File: config.mk
export PLATFORM = sky130hd
export DESIGN_NAME = load_store_unit_flat
export DESIGN_NICKNAME = d
export VERILOG_FILES = /design/src/rtl/load_store_unit_pkg.sv /design/src/rtl/load_store_unit_if.sv /design/src/rtl/load_store_unit_byte_lane.sv /design/src/rtl/load_store_unit.sv /design/src/flat_wrapper.sv
export SDC_FILE = /design/constraint.sdc
export NUM_CORES = 1
export LEC_CHECK = 0
export ABC_AREA = 1
export CORE_AREA = 5 5 136 138
export CTS_CLUSTER_DIAMETER = 120
export DETAILED_ROUTE_END_ITERATION = 7
export DIE_AREA = 0 0 141 143
export GPL_TIMING_DRIVEN = 0
export PLACE_DENSITY = 0.85
export SYNTH_ARGS = -nofsm -noshare
export SYNTH_HDL_FRONTEND = slang
export SYNTH_HIERARCHICAL = 1
export SYNTH_SLANG_ARGS = --single-unit
File: constraint.sdc
create_clock -name clk -period 3.49 [get_ports clk]
set_input_delay 0.5235 -clock clk [delete_from_list [all_inputs] [get_ports clk]]
set_output_delay 0.5235 -clock clk [all_outputs]
set_load 0.05 [all_outputs]
File: src/rtl/load_store_unit_pkg.sv
// Shared MIPS data-memory definitions: opcodes, LSU FSM states and
// access-size/sign helpers used by the load/store unit and its lane logic.
package mips_mem_pkg;

   localparam logic [5:0] OP_LB  = 6'h20;
   localparam logic [5:0] OP_LH  = 6'h21;
   localparam logic [5:0] OP_LW  = 6'h23;
   localparam logic [5:0] OP_LBU = 6'h24;
   localparam logic [5:0] OP_LHU = 6'h25;
   localparam logic [5:0] OP_SB  = 6'h28;
   localparam logic [5:0] OP_SH  = 6'h29;
   localparam logic [5:0] OP_SW  = 6'h2B;

   localparam logic [1:0] SZ_BYTE = 2'd0;
   localparam logic [1:0] SZ_HALF = 2'd1;
   localparam logic [1:0] SZ_WORD = 2'd2;

   typedef enum logic [2:0] {
      IDLE     = 3'd0,
      RD_ISSUE = 3'd1,
      RD_DATA  = 3'd2,
      WR_ISSUE = 3'd3,
      RESP     = 3'd4
   } lsu_state_e;

   function automatic logic op_known(input logic [5:0] op);
      return op inside {OP_LB, OP_LH, OP_LW, OP_LBU, OP_LHU, OP_SB, OP_SH, OP_SW};
   endfunction

   function automatic logic op_is_load(input logic [5:0] op);
      return op inside {OP_LB, OP_LH, OP_LW, OP_LBU, OP_LHU};
   endfunction

   function automatic logic op_signed(input logic [5:0] op);
      return op inside {OP_LB, OP_LH};
   endfunction

   function automatic logic [1:0] op_size(input logic [5:0] op);
      logic [1:0] sz;
      case (op)
         OP_LB, OP_LBU, OP_SB: sz = SZ_BYTE;
         OP_LH, OP_LHU, OP_SH: sz = SZ_HALF;
         default:              sz = SZ_WORD;
      endcase
      return sz;
   endfunction

endpackage

File: src/rtl/load_store_unit_if.sv
// Pipeline-side request/response handshake of the load/store unit.
interface load_store_unit_if;
   logic        req_valid;
   logic        req_ready;
   logic [5:0]  req_op;
   logic [31:0] req_addr;
   logic [31:0] req_wdata;
   logic        resp_valid;
   logic [31:0] resp_rdata;
   logic        resp_error;

   modport master (
      output req_valid, req_op, req_addr, req_wdata,
      input  req_ready, resp_valid, resp_rdata, resp_error
   );

   modport slave (
      input  req_valid, req_op, req_addr, req_wdata,
      output req_ready, resp_valid, resp_rdata, resp_error
   );
endinterface

File: src/rtl/load_store_unit_byte_lane.sv
// Little-endian lane logic: extract/extend a load value from a memory word
// and merge sub-word store data into a word for read-modify-write.
module lsu_byte_lane
   import mips_mem_pkg::*;
(
   input  logic [31:0] word,
   input  logic [1:0]  lane,
   input  logic [5:0]  op,
   input  logic [31:0] wdata,
   output logic [31:0] load_val,
   output logic [31:0] merged
);

   logic [7:0]  byte_v;
   logic [15:0] half_v;
   logic        sgn;

   always_comb begin
      byte_v   = word[{lane, 3'b000} +: 8];
      half_v   = lane[1] ? word[31:16] : word[15:0];
      sgn      = op_signed(op);
      load_val = word;
      merged   = word;
      case (op_size(op))
         SZ_BYTE: begin
            load_val = {{24{sgn & byte_v[7]}}, byte_v};
            merged[{lane, 3'b000} +: 8] = wdata[7:0];
         end
         SZ_HALF: begin
            load_val = {{16{sgn & half_v[15]}}, half_v};
            if (lane[1]) merged[31:16] = wdata[15:0];
            else         merged[15:0]  = wdata[15:0];
         end
         default: ;
      endcase
   end

endmodule

File: src/rtl/load_store_unit.sv
// MEM-stage load/store unit: one request at a time onto a word-wide memory
// without byte enables; sub-word stores are done as read-modify-write.
module load_store_unit
   import mips_mem_pkg::*;
#(
   parameter int unsigned MEM_WORDS = 32
) (
   input  logic               clk,
   input  logic               rst,
   load_store_unit_if.slave   lsu,
   output logic [31:0]        mem_address,
   output logic               mem_write_enable,
   output logic [31:0]        mem_data_out,
   input  logic [31:0]        mem_data_in
);

   lsu_state_e  state_q, state_d;
   logic [5:0]  op_q, op_d;
   logic [31:0] addr_q, addr_d;
   logic [31:0] wdata_q, wdata_d;
   logic        req_ready_q, req_ready_d;
   logic        resp_valid_q, resp_valid_d;
   logic [31:0] resp_rdata_q, resp_rdata_d;
   logic        resp_error_q, resp_error_d;
   logic [31:0] mem_address_q, mem_address_d;
   logic        mem_we_q, mem_we_d;
   logic [31:0] mem_data_out_q, mem_data_out_d;

   logic [31:0] load_val, merged;
   logic        req_err;
   logic [1:0]  req_sz;

   lsu_byte_lane u_lane (
      .word     (mem_data_in),
      .lane     (addr_q[1:0]),
      .op       (op_q),
      .wdata    (wdata_q),
      .load_val (load_val),
      .merged   (merged)
   );

   always_comb begin
      req_sz  = op_size(lsu.req_op);
      req_err = !op_known(lsu.req_op)
             || (req_sz == SZ_HALF && lsu.req_addr[0])
             || (req_sz == SZ_WORD && lsu.req_addr[1:0] != 2'b00)
             || ({2'b00, lsu.req_addr[31:2]} >= 32'(MEM_WORDS));
   end

   // Memory outputs are loaded on entry to the issuing state so they come
   // straight from flops during RD_ISSUE / WR_ISSUE.
   always_comb begin
      state_d        = state_q;
      op_d           = op_q;
      addr_d         = addr_q;
      wdata_d        = wdata_q;
      req_ready_d    = 1'b0;
      resp_valid_d   = 1'b0;
      resp_rdata_d   = '0;
      resp_error_d   = 1'b0;
      mem_address_d  = mem_address_q;
      mem_we_d       = 1'b0;
      mem_data_out_d = mem_data_out_q;
      case (state_q)
         IDLE: begin
            req_ready_d = 1'b1;
            if (lsu.req_valid && req_ready_q) begin
               req_ready_d = 1'b0;
               op_d        = lsu.req_op;
               addr_d      = lsu.req_addr;
               wdata_d     = lsu.req_wdata;
               if (req_err) begin
                  state_d      = RESP;
                  resp_valid_d = 1'b1;
                  resp_error_d = 1'b1;
               end else if (lsu.req_op == OP_SW) begin
                  state_d        = WR_ISSUE;
                  mem_address_d  = {2'b00, lsu.req_addr[31:2]};
                  mem_we_d       = 1'b1;
                  mem_data_out_d = lsu.req_wdata;
               end else begin
                  state_d       = RD_ISSUE;
                  mem_address_d = {2'b00, lsu.req_addr[31:2]};
               end
            end
         end
         RD_ISSUE: state_d = RD_DATA;
         RD_DATA: begin
            if (op_is_load(op_q)) begin
               state_d      = RESP;
               resp_valid_d = 1'b1;
               resp_rdata_d = load_val;
            end else begin
               state_d        = WR_ISSUE;
               mem_we_d       = 1'b1;
               mem_data_out_d = merged;
            end
         end
         WR_ISSUE: begin
            state_d      = RESP;
            resp_valid_d = 1'b1;
         end
         RESP: begin
            state_d     = IDLE;
            req_ready_d = 1'b1;
         end
         default: state_d = IDLE;
      endcase
   end

   always_ff @(posedge clk) begin
      if (!rst) begin
         state_q        <= IDLE;
         op_q           <= '0;
         addr_q         <= '0;
         wdata_q        <= '0;
         req_ready_q    <= 1'b0;
         resp_valid_q   <= 1'b0;
         resp_rdata_q   <= '0;
         resp_error_q   <= 1'b0;
         mem_address_q  <= '0;
         mem_we_q       <= 1'b0;
         mem_data_out_q <= '0;
      end else begin
         state_q        <= state_d;
         op_q           <= op_d;
         addr_q         <= addr_d;
         wdata_q        <= wdata_d;
         req_ready_q    <= req_ready_d;
         resp_valid_q   <= resp_valid_d;
         resp_rdata_q   <= resp_rdata_d;
         resp_error_q   <= resp_error_d;
         mem_address_q  <= mem_address_d;
         mem_we_q       <= mem_we_d;
         mem_data_out_q <= mem_data_out_d;
      end
   end

   assign lsu.req_ready      = req_ready_q;
   assign lsu.resp_valid     = resp_valid_q;
   assign lsu.resp_rdata     = resp_rdata_q;
   assign lsu.resp_error     = resp_error_q;
   assign mem_address        = mem_address_q;
   assign mem_write_enable   = mem_we_q;
   assign mem_data_out       = mem_data_out_q;

endmodule

File: src/flat_wrapper.sv
// flat-port wrapper written by rule: the top's interface ports become plain ports
module load_store_unit_flat import mips_mem_pkg::*;
#(
   parameter int unsigned MEM_WORDS = 32
)
  (clk, rst, mem_address, mem_write_enable, mem_data_out, mem_data_in, lsu_req_valid, lsu_req_op, lsu_req_addr, lsu_req_wdata, lsu_req_ready, lsu_resp_valid, lsu_resp_rdata, lsu_resp_error);
  load_store_unit_if lsu_i ();
  input  logic clk;
  input  logic rst;
  output logic [31:0] mem_address;
  output logic mem_write_enable;
  output logic [31:0] mem_data_out;
  input  logic [31:0] mem_data_in;
  input wire logic [$bits(lsu_i.req_valid)-1:0] lsu_req_valid;
  input wire logic [$bits(lsu_i.req_op)-1:0] lsu_req_op;
  input wire logic [$bits(lsu_i.req_addr)-1:0] lsu_req_addr;
  input wire logic [$bits(lsu_i.req_wdata)-1:0] lsu_req_wdata;
  output wire logic [$bits(lsu_i.req_ready)-1:0] lsu_req_ready;
  output wire logic [$bits(lsu_i.resp_valid)-1:0] lsu_resp_valid;
  output wire logic [$bits(lsu_i.resp_rdata)-1:0] lsu_resp_rdata;
  output wire logic [$bits(lsu_i.resp_error)-1:0] lsu_resp_error;
  assign lsu_i.req_valid = lsu_req_valid;
  assign lsu_i.req_op = lsu_req_op;
  assign lsu_i.req_addr = lsu_req_addr;
  assign lsu_i.req_wdata = lsu_req_wdata;
  assign lsu_req_ready = lsu_i.req_ready;
  assign lsu_resp_valid = lsu_i.resp_valid;
  assign lsu_resp_rdata = lsu_i.resp_rdata;
  assign lsu_resp_error = lsu_i.resp_error;
  load_store_unit #(.MEM_WORDS(MEM_WORDS)) u_core (.clk(clk), .rst(rst), .lsu(lsu_i), .mem_address(mem_address), .mem_write_enable(mem_write_enable), .mem_data_out(mem_data_out), .mem_data_in(mem_data_in));
endmodule
==> out/metrics.csv, run 1 <==
metric,value,unit
syn-cell-area,7250,um2
core,17100,um2
leakagePower,4.71,nW
ant_nets,0,
wl_per_cell,18.7,um
path_class,flop to flop,
syn_to_final_growth,40.1,%
syn_inst,1139,
hold_violations,0,
antenna_found_initial,0,
dp_hpwl,23.0,mm
crit_arrival,3250,ps
wl,29.9,mm
insertion_delay,420,ps
portBuffers,202,
htreeDepth,4,
fin_crit_sh,84.3,%
syn_area_per_cell,6.36,um2
fin_tns_setup,0,ps
ys_warn_count,6,
met2_length,13.5,mm
dr.pass1.iters,6,
dieWidth,141,um
boundaryPins,205,
slowest_delay,470,ps
cts_made_buffers,17,
cp-start-kind,flop,
cp_data_required_time,3800,ps
fmax,0.340,GHz
std_cell_rows,48,
hp-class,flop to flop,
cts-hold-fix-buffers,0,
status,completed,
drt-met1-wl,11.5,mm
final_layout_size_suffix_gt1_share,9.10,%
peakVddDrop,0.000329,V
cts_resized,0,
end_kind,flop,
rsz0062_at_grt,false,
die_area,20200,um2
place_congestion,1.03,
top_layer_used,met4,
first_global_vias,8127,
setup_violations,0,
clkTransAtPathRegs,60,ps
skew,9.97,ps
power_density,390,nW/um2
postCtsSetupRepairBufs,0,
tightest_slew,764,ps
num_antenna_cells,0,
cts_num_sinks,125,
grt_max_degree,17,
placedCellCount,1567,
cts_tree,built,
layout.cells.non_filler,1599,
slew_viol_final,0,
drc,0,
cts_max_path_buffers,2,
slew_headroom,49.1,%
period_minus_slack,2940,ps
die_y,143,um
crit_fanout,12,
worstPathCellList,buf_2 > inv_2 > buf_2 > ha_1 > inv_1 > nand2_1 > o21ai_0 > nand3_1 > nand3_1 > mux2_2 > a21oi_1 > nor2_1,
vias_per_cell,5.32,
finish.net_count,1471,
start_util,42.5,%
drtIter0Drc,1046,
route.met3.wl,3.44,mm
max-cap-violations,0,
clockRootBuffer,clkbuf_16,
grtUsageTotal,28.8,%
via_count,8499,
grt_pass1_wl,44.7,mm
gr-total-overflow,0,
crit_path_top_delay_cell,ha_1,
==> area by class of cell <==
cell class,instances,area [um2]
multi-input combinational,784,3760
inverter,154,578
sequential,125,2500
buffer,77,412
tap,225,282
clock buffer,18,429
fill,1616,6910
timing repair buffer,202,2020
clock inverter,14,169
==> critical path: cells and delay by family, from the launching register on <==
family	cells	cell delay (ps)
AO/OA/AOI/OAI	2	260
AND/OR/NAND/NOR	4	630
flip-flops	1	390
buffers and inverters	4	750
adder cells (fa/ha/maj)	1	470
multiplexers	1	340
==> power by group <==
| group | leakage, nW | switching, mW | internal [mW] |
|---|---|---|---|
| Combinational | 3.41 | 0.398 | 0.253 |
| Sequential | 1.01 | 0.0288 | 1.45 |
| Clock | 0.297 | 0.749 | 1.08 |
==> sequential cells by signal, indices dropped and copies added, names as in the netlist <==
| register | count |
|---|---|
| u_core/addr_q | 2 |
| u_core/lsu.req_ready | 1 |
| u_core/lsu.resp_error | 1 |
| u_core/lsu.resp_rdata | 32 |
| u_core/lsu.resp_valid | 1 |
| u_core/mem_address | 30 |
| u_core/mem_data_out | 32 |
| u_core/mem_write_enable | 1 |
| u_core/op_q | 6 |
| u_core/state_q | 3 |
| u_core/wdata_q | 16 |
==> layer usage <==
metal  global-route usage [%]  up-vias
met5                        0        -
met4                     13.4        0
met3                     8.91       87
met2                     47.3      570
met1                     34.5     3775
li1                         -     4067
==> path summary, 6_finish.rpt <==
kind	slack, ps	from	to	cells past startpoint
setup / recovery	550	u_core/addr_q[1]$_SDFFE_PN0P_	u_core/mem_data_out[3]$_SDFFE_PN0P_	12
hold / removal	450	u_core/mem_address[7]$_SDFFE_PN0P_	u_core/mem_address[7]$_SDFFE_PN0P_	2
setup reg to reg	550	u_core/addr_q[1]$_SDFFE_PN0P_	u_core/mem_data_out[3]$_SDFFE_PN0P_	12
hold reg to reg	450	u_core/mem_address[7]$_SDFFE_PN0P_	u_core/mem_address[7]$_SDFFE_PN0P_	2
==> per-stage QoR <==
| stage | util [%] | cell area, um2 | hold slack [ps] | total power [mW] | worst slack, ps |
|---|---|---|---|---|---|
| finish | 59.5 | 10200 | 451 | 3.96 | 547 |
| global route | 59.5 | 10200 | 470 | 4.09 | 430 |
| CTS | 59.5 | 10200 | 454 | 3.96 | 658 |
| detailed placement | 56.0 | 9550 | 443 | 2.13 | 661 |
| global placement | 56.0 | 9550 | 440 | 2.13 | 679 |
| floorplan | - | 7250 | 452 | 1.84 | 1420 |
==> placed cells by master (no fill, tap or decap) <==
cell,instances
nor2_4,4
clkinv_4,1
o211ai_1,8
nand2_2,2
bufinv_16,2
nand2_1,194
clkbuf_1,27
nor2_2,2
buf_2,29
clkinv_1,1
buf_6,6
o31a_1,1
clkbuf_16,17
clkinv_2,1
inv_6,7
dfxtp_1,125
a31oi_1,1
inv_2,6
conb_1,2
nor3_2,1
clkdlybuf4s50_1,202
inv_8,3
buf_1,5
or2_1,1
o22ai_1,1
a21oi_1,91
buf_4,11
nor3_1,1
nand3b_1,2
ha_1,5
mux2_2,32
nand3_1,175
a211oi_1,1
o21ai_0,70
nand4_2,1
nor2_1,189
inv_1,147
(Power assumes the default switching activity.)
==> run 2, diff against run 1 <==
==> constraint.sdc (replaced) <==
create_clock -name clk -period 3 [get_ports clk]
set_input_delay 0.45 -clock clk [delete_from_list [all_inputs] [get_ports clk]]
set_output_delay 0.45 -clock clk [all_outputs]
set_load 0.05 [all_outputs]
==> out/metrics.csv, run 2 (synthesis gave the netlist of run 1 again) <==
metric,value,unit
clockRootBuffer,clkbuf_16,
period_minus_slack,2820,ps
ant_nets,0,
crit_fanout,12,
num_antenna_cells,0,
insertion_delay,420,ps
cp_data_required_time,3320,ps
drtIter0Drc,1064,
crit_arrival,3140,ps
dieWidth,141,um
multi_input_area,3760,um2
std_cell_rows,48,
grtUsageTotal,28.8,%
setup_violations,0,
dr.pass1.iters,6,
final_common_cell,clkdlybuf4s50_1,
syn_to_final_growth,40.1,%
cts_made_buffers,17,
clkTransAtPathRegs,70,ps
max-cap-violations,0,
htreeDepth,4,
cts_tree,built,
slew_viol_final,0,
final_layout_size_suffix_gt1_share,9.17,%
status,completed,
seq_area,2500,um2
postCtsSetupRepairBufs,0,
fin_tns_setup,0,ps
fin_crit_sh,93.9,%
tightest_slew,727,ps
cts_num_sinks,125,
cts_max_path_buffers,2,
via_count,8556,
cts_resized,0,
die_y,143,um
die_area,20200,um2
finish.net_count,1471,
end_kind,flop,
final_cell_mix,"clkdlybuf4s50_1 (202), nand2_1 (193), nor2_1 (189)",
worst_slack,182,ps
path_class,flop to flop,
place_congestion,1.03,
grt_max_degree,17,
start_util,42.5,%
boundaryPins,205,
cts-hold-fix-buffers,0,
fmax,0.355,GHz
hold_violations,0,
hp-start,u_core/mem_address[7]$_SDFFE_PN0P_,
leakagePower,4.71,nW
rsz0062_at_grt,false,
fillerInstances,1617,
wl_per_cell,18.6,um
r2r-start,u_core/addr_q[1]$_SDFFE_PN0P_,
drc,0,
antenna_found_initial,0,
skew,10.1,ps
wl,29.8,mm
power_density,454,nW/um2
cp-start-kind,flop,
core,17100,um2
peakVddDrop,0.000383,V
vias_per_cell,5.35,
grt_pass1_wl,44.7,mm
slew_headroom,51.5,%
crit_start,u_core/addr_q[1]$_SDFFE_PN0P_,
gr-total-overflow,0,
hp-class,flop to flop,
dp_hpwl,23.0,mm
portBuffers,202,
first_global_vias,8127,
dp_slack,171,ps
-- run 2: through the flow --
step	util (%)	instance area, um2	power [mW]	hold WS (ps)	instances
4_1_cts	59.5	10200	4.61	454	1599
2_1_floorplan	-	7250	2.14	452	1140
3_3_place_gp	56.0	9550	2.48	440	1567
3_5_place_dp	56.0	9550	2.48	443	1567
6_report	59.5	10200	4.61	451	1599
5_1_grt	59.5	10200	4.76	470	1599
-- run 2: metal layers --
metal / wire [um] / GRT usage [%] / vias to the layer above
met2: 13600 / 47.3 / 580
met5: 0 / 0 / -
li1: - / - / 4071
met4: 1290 / 13.4 / 0
met3: 3500 / 8.91 / 92
met1: 11400 / 34.5 / 3813
-- run 2: report_power, final --
part / internal (mW) / total, mW / switching [mW]
combinational: 0.294 / 0.757 / 0.463
clock: 1.26 / 2.13 / 0.871
sequential: 1.69 / 1.72 / 0.0336
total: 3.24 / 4.61 / 1.37
-- run 2: critical path, stage by stage (launching register included) --
cell	delay (ps)
dfxtp_1	390
buf_2	230
inv_2	100
buf_2	240
ha_1	470
inv_1	180
nand2_1	180
o21ai_0	170
nand3_1	130
nand3_1	120
mux2_2	290
a21oi_1	150
nor2_1	70
-- run 2: worst paths after layout --
path	slack (ps)	to	cells past startpoint
min reg2reg	450	u_core/mem_address[7]$_SDFFE_PN0P_	2
min	450	u_core/mem_address[7]$_SDFFE_PN0P_	2
max	180	u_core/mem_data_out[26]$_SDFFE_PN0P_	12
max reg2reg	180	u_core/mem_data_out[26]$_SDFFE_PN0P_	12
-- run 2: final cells by class --
| cell class | count | area share (%) |
|---|---|---|
| Inverter | 154 | 5.69 |
| Buffer | 77 | 4.05 |
| Tap cell | 225 | 2.77 |
| Timing Repair Buffer | 202 | 19.9 |
| Clock buffer | 18 | 4.23 |
| Multi-Input combinational cell | 784 | 37.0 |
| Clock inverter | 14 | 1.66 |
| Sequential cell | 125 | 24.6 |
==> run 3, diff against run 2 <==
--- a/config.mk
+++ b/config.mk
@@ -11,7 +11,7 @@
 export DETAILED_ROUTE_END_ITERATION = 7
 export DIE_AREA = 0 0 141 143
 export GPL_TIMING_DRIVEN = 0
-export PLACE_DENSITY = 0.85
+export PLACE_DENSITY_LB_ADDON = 0.1
 export SYNTH_ARGS = -nofsm -noshare
 export SYNTH_HDL_FRONTEND = slang
 export SYNTH_HIERARCHICAL = 1
==> out/metrics.csv, run 3 (synthesis gave the netlist of run 1 again) <==
metric,value,unit
slew_headroom,48.6,%
ant_nets,0,
grtUsageTotal,28.7,%
clkTransAtPathRegs,70,ps
place_area,9550,um2
layout.cells.non_filler,1599,
final_area,10200,um2
fin_crit_sh,95.0,%
die_y,143,um
wl,29.5,mm
final_cell_mix,"clkdlybuf4s50_1 (202), nand2_1 (193), nor2_1 (189)",
busiest_layer,met2,
num_antenna_cells,0,
antenna_found_initial,0,
p_seq_share,38.0,%
clock_power_share,45.4,%
postCtsSetupRepairBufs,0,
fin_util,59.5,%
via_count,8331,
std_cell_rows,48,
core,17100,um2
setup_violations,0,
tightest_slew,771,ps
drc,0,
p_sw,1.43,mW
syn_to_final_growth,40.1,%
hp-class,flop to flop,
fin_tns_setup,0,ps
placedCellCount,1567,
power_density,446,nW/um2
grt_max_degree,17,
status,completed,
dieWidth,141,um
grtUsageMet3,6.53,%
cp-start-kind,flop,
slew_viol_final,0,
cts_made_buffers,17,
end_kind,flop,
drtIter0Drc,871,
fmax,0.351,GHz
wl_per_cell,18.4,um
clockRootBuffer,clkbuf_16,
swShare,31.6,%
crit_fanout,12,
dp_hpwl,22.9,mm
cp_data_required_time,3320,ps
period_minus_slack,2850,ps
r2r_slack,150,ps
use_met1,35.8,%
boundaryPins,205,
gr-total-overflow,0,
hold_slack,453,ps
cts_max_path_buffers,2,
dr.pass1.iters,8,
htreeDepth,4,
peakVddDrop,0.000411,V
die_area,20200,um2
finish.net_count,1471,
skew,9.93,ps
vias_per_cell,5.21,
cts_num_sinks,125,
hold_violations,0,
cts_tree,built,
final_common_cell,clkdlybuf4s50_1,
start_util,42.5,%
max-cap-violations,0,
grt_util_met2,45.8,%
path_class,flop to flop,
comb_power_share,16.7,%
leakagePower,4.70,nW
p_int,3.10,mW
insertion_delay,430,ps
portBuffers,202,
place_congestion,1.04,
final_layout_size_suffix_gt1_share,9.32,%
grt_pass1_wl,44.5,mm
crit_arrival,3170,ps
rsz0062_at_grt,false,
first_global_vias,7889,
==> run 3: per-layer routing <==
metal  share of wire, %  vias to the layer above
li1                   -                     4067
met1                 40                     3711
met2                 45                      467
met3                9.8                       86
met4                5.3                        0
met5                  0                        -
==> run 3: timing repair <==
item	in CTS	in global routing
resized for setup	0	2
hold endpoints to repair	0	0
hold buffers	0	0
setup endpoints to repair	0	8
==> run 3: metrics by stage <==
| stage | setup slack, ps | power, mW |
|---|---|---|
| 2_1_floorplan | 927 | 2.14 |
| 3_3_place_gp | 62.4 | 2.49 |
| 3_5_place_dp | 74.1 | 2.48 |
| 4_1_cts | 52.0 | 4.54 |
| 5_1_grt | 55.4 | 4.69 |
| 6_report | 149 | 4.53 |
==> run 3: path summary, 6_finish.rpt <==
| check | to | startpoint | cells after the start |
|---|---|---|---|
| worst min register to register | u_core/mem_address[12]$_SDFFE_PN0P_ | u_core/mem_address[12]$_SDFFE_PN0P_ | 2 |
| worst max register to register | u_core/mem_data_out[5]$_SDFFE_PN0P_ | u_core/addr_q[1]$_SDFFE_PN0P_ | 12 |
| worst max-delay path | u_core/mem_data_out[5]$_SDFFE_PN0P_ | u_core/addr_q[1]$_SDFFE_PN0P_ | 12 |
| worst min-delay path | u_core/mem_address[12]$_SDFFE_PN0P_ | u_core/mem_address[12]$_SDFFE_PN0P_ | 2 |
==> run 3: worst max-delay path, stage by stage, from the launching register on <==
cell and delay (ps):
dfxtp_1 410, buf_2 260, inv_2 100, buf_2 220, ha_2 430, inv_1 150, nand2_2 220, o21ai_0 120
nand3_1 100, nand3_1 160, mux2_2 330, a21oi_1 170, nor2_1 70
==> run 3: power by group through the flow <==
stage | sequential, mW | combinational, mW | clock, mW
6_report | 1.72 | 0.755 | 2.05
5_1_grt | 1.72 | 0.810 | 2.16
4_1_cts | 1.72 | 0.736 | 2.08
3_5_place_dp | 1.75 | 0.730 | 0
3_3_place_gp | 1.75 | 0.732 | 0
2_1_floorplan | 1.75 | 0.391 | 0
==> run 3: area by class of cell <==
type,count,area (um2)
Buffer,77,412
Clock buffer,17,425
Clock inverter,15,170
Fill cell,1729,6900
Inverter,154,578
Multi-Input combinational cell,784,3760
Sequential cell,125,2500
Tap cell,225,282
Timing Repair Buffer,202,2020
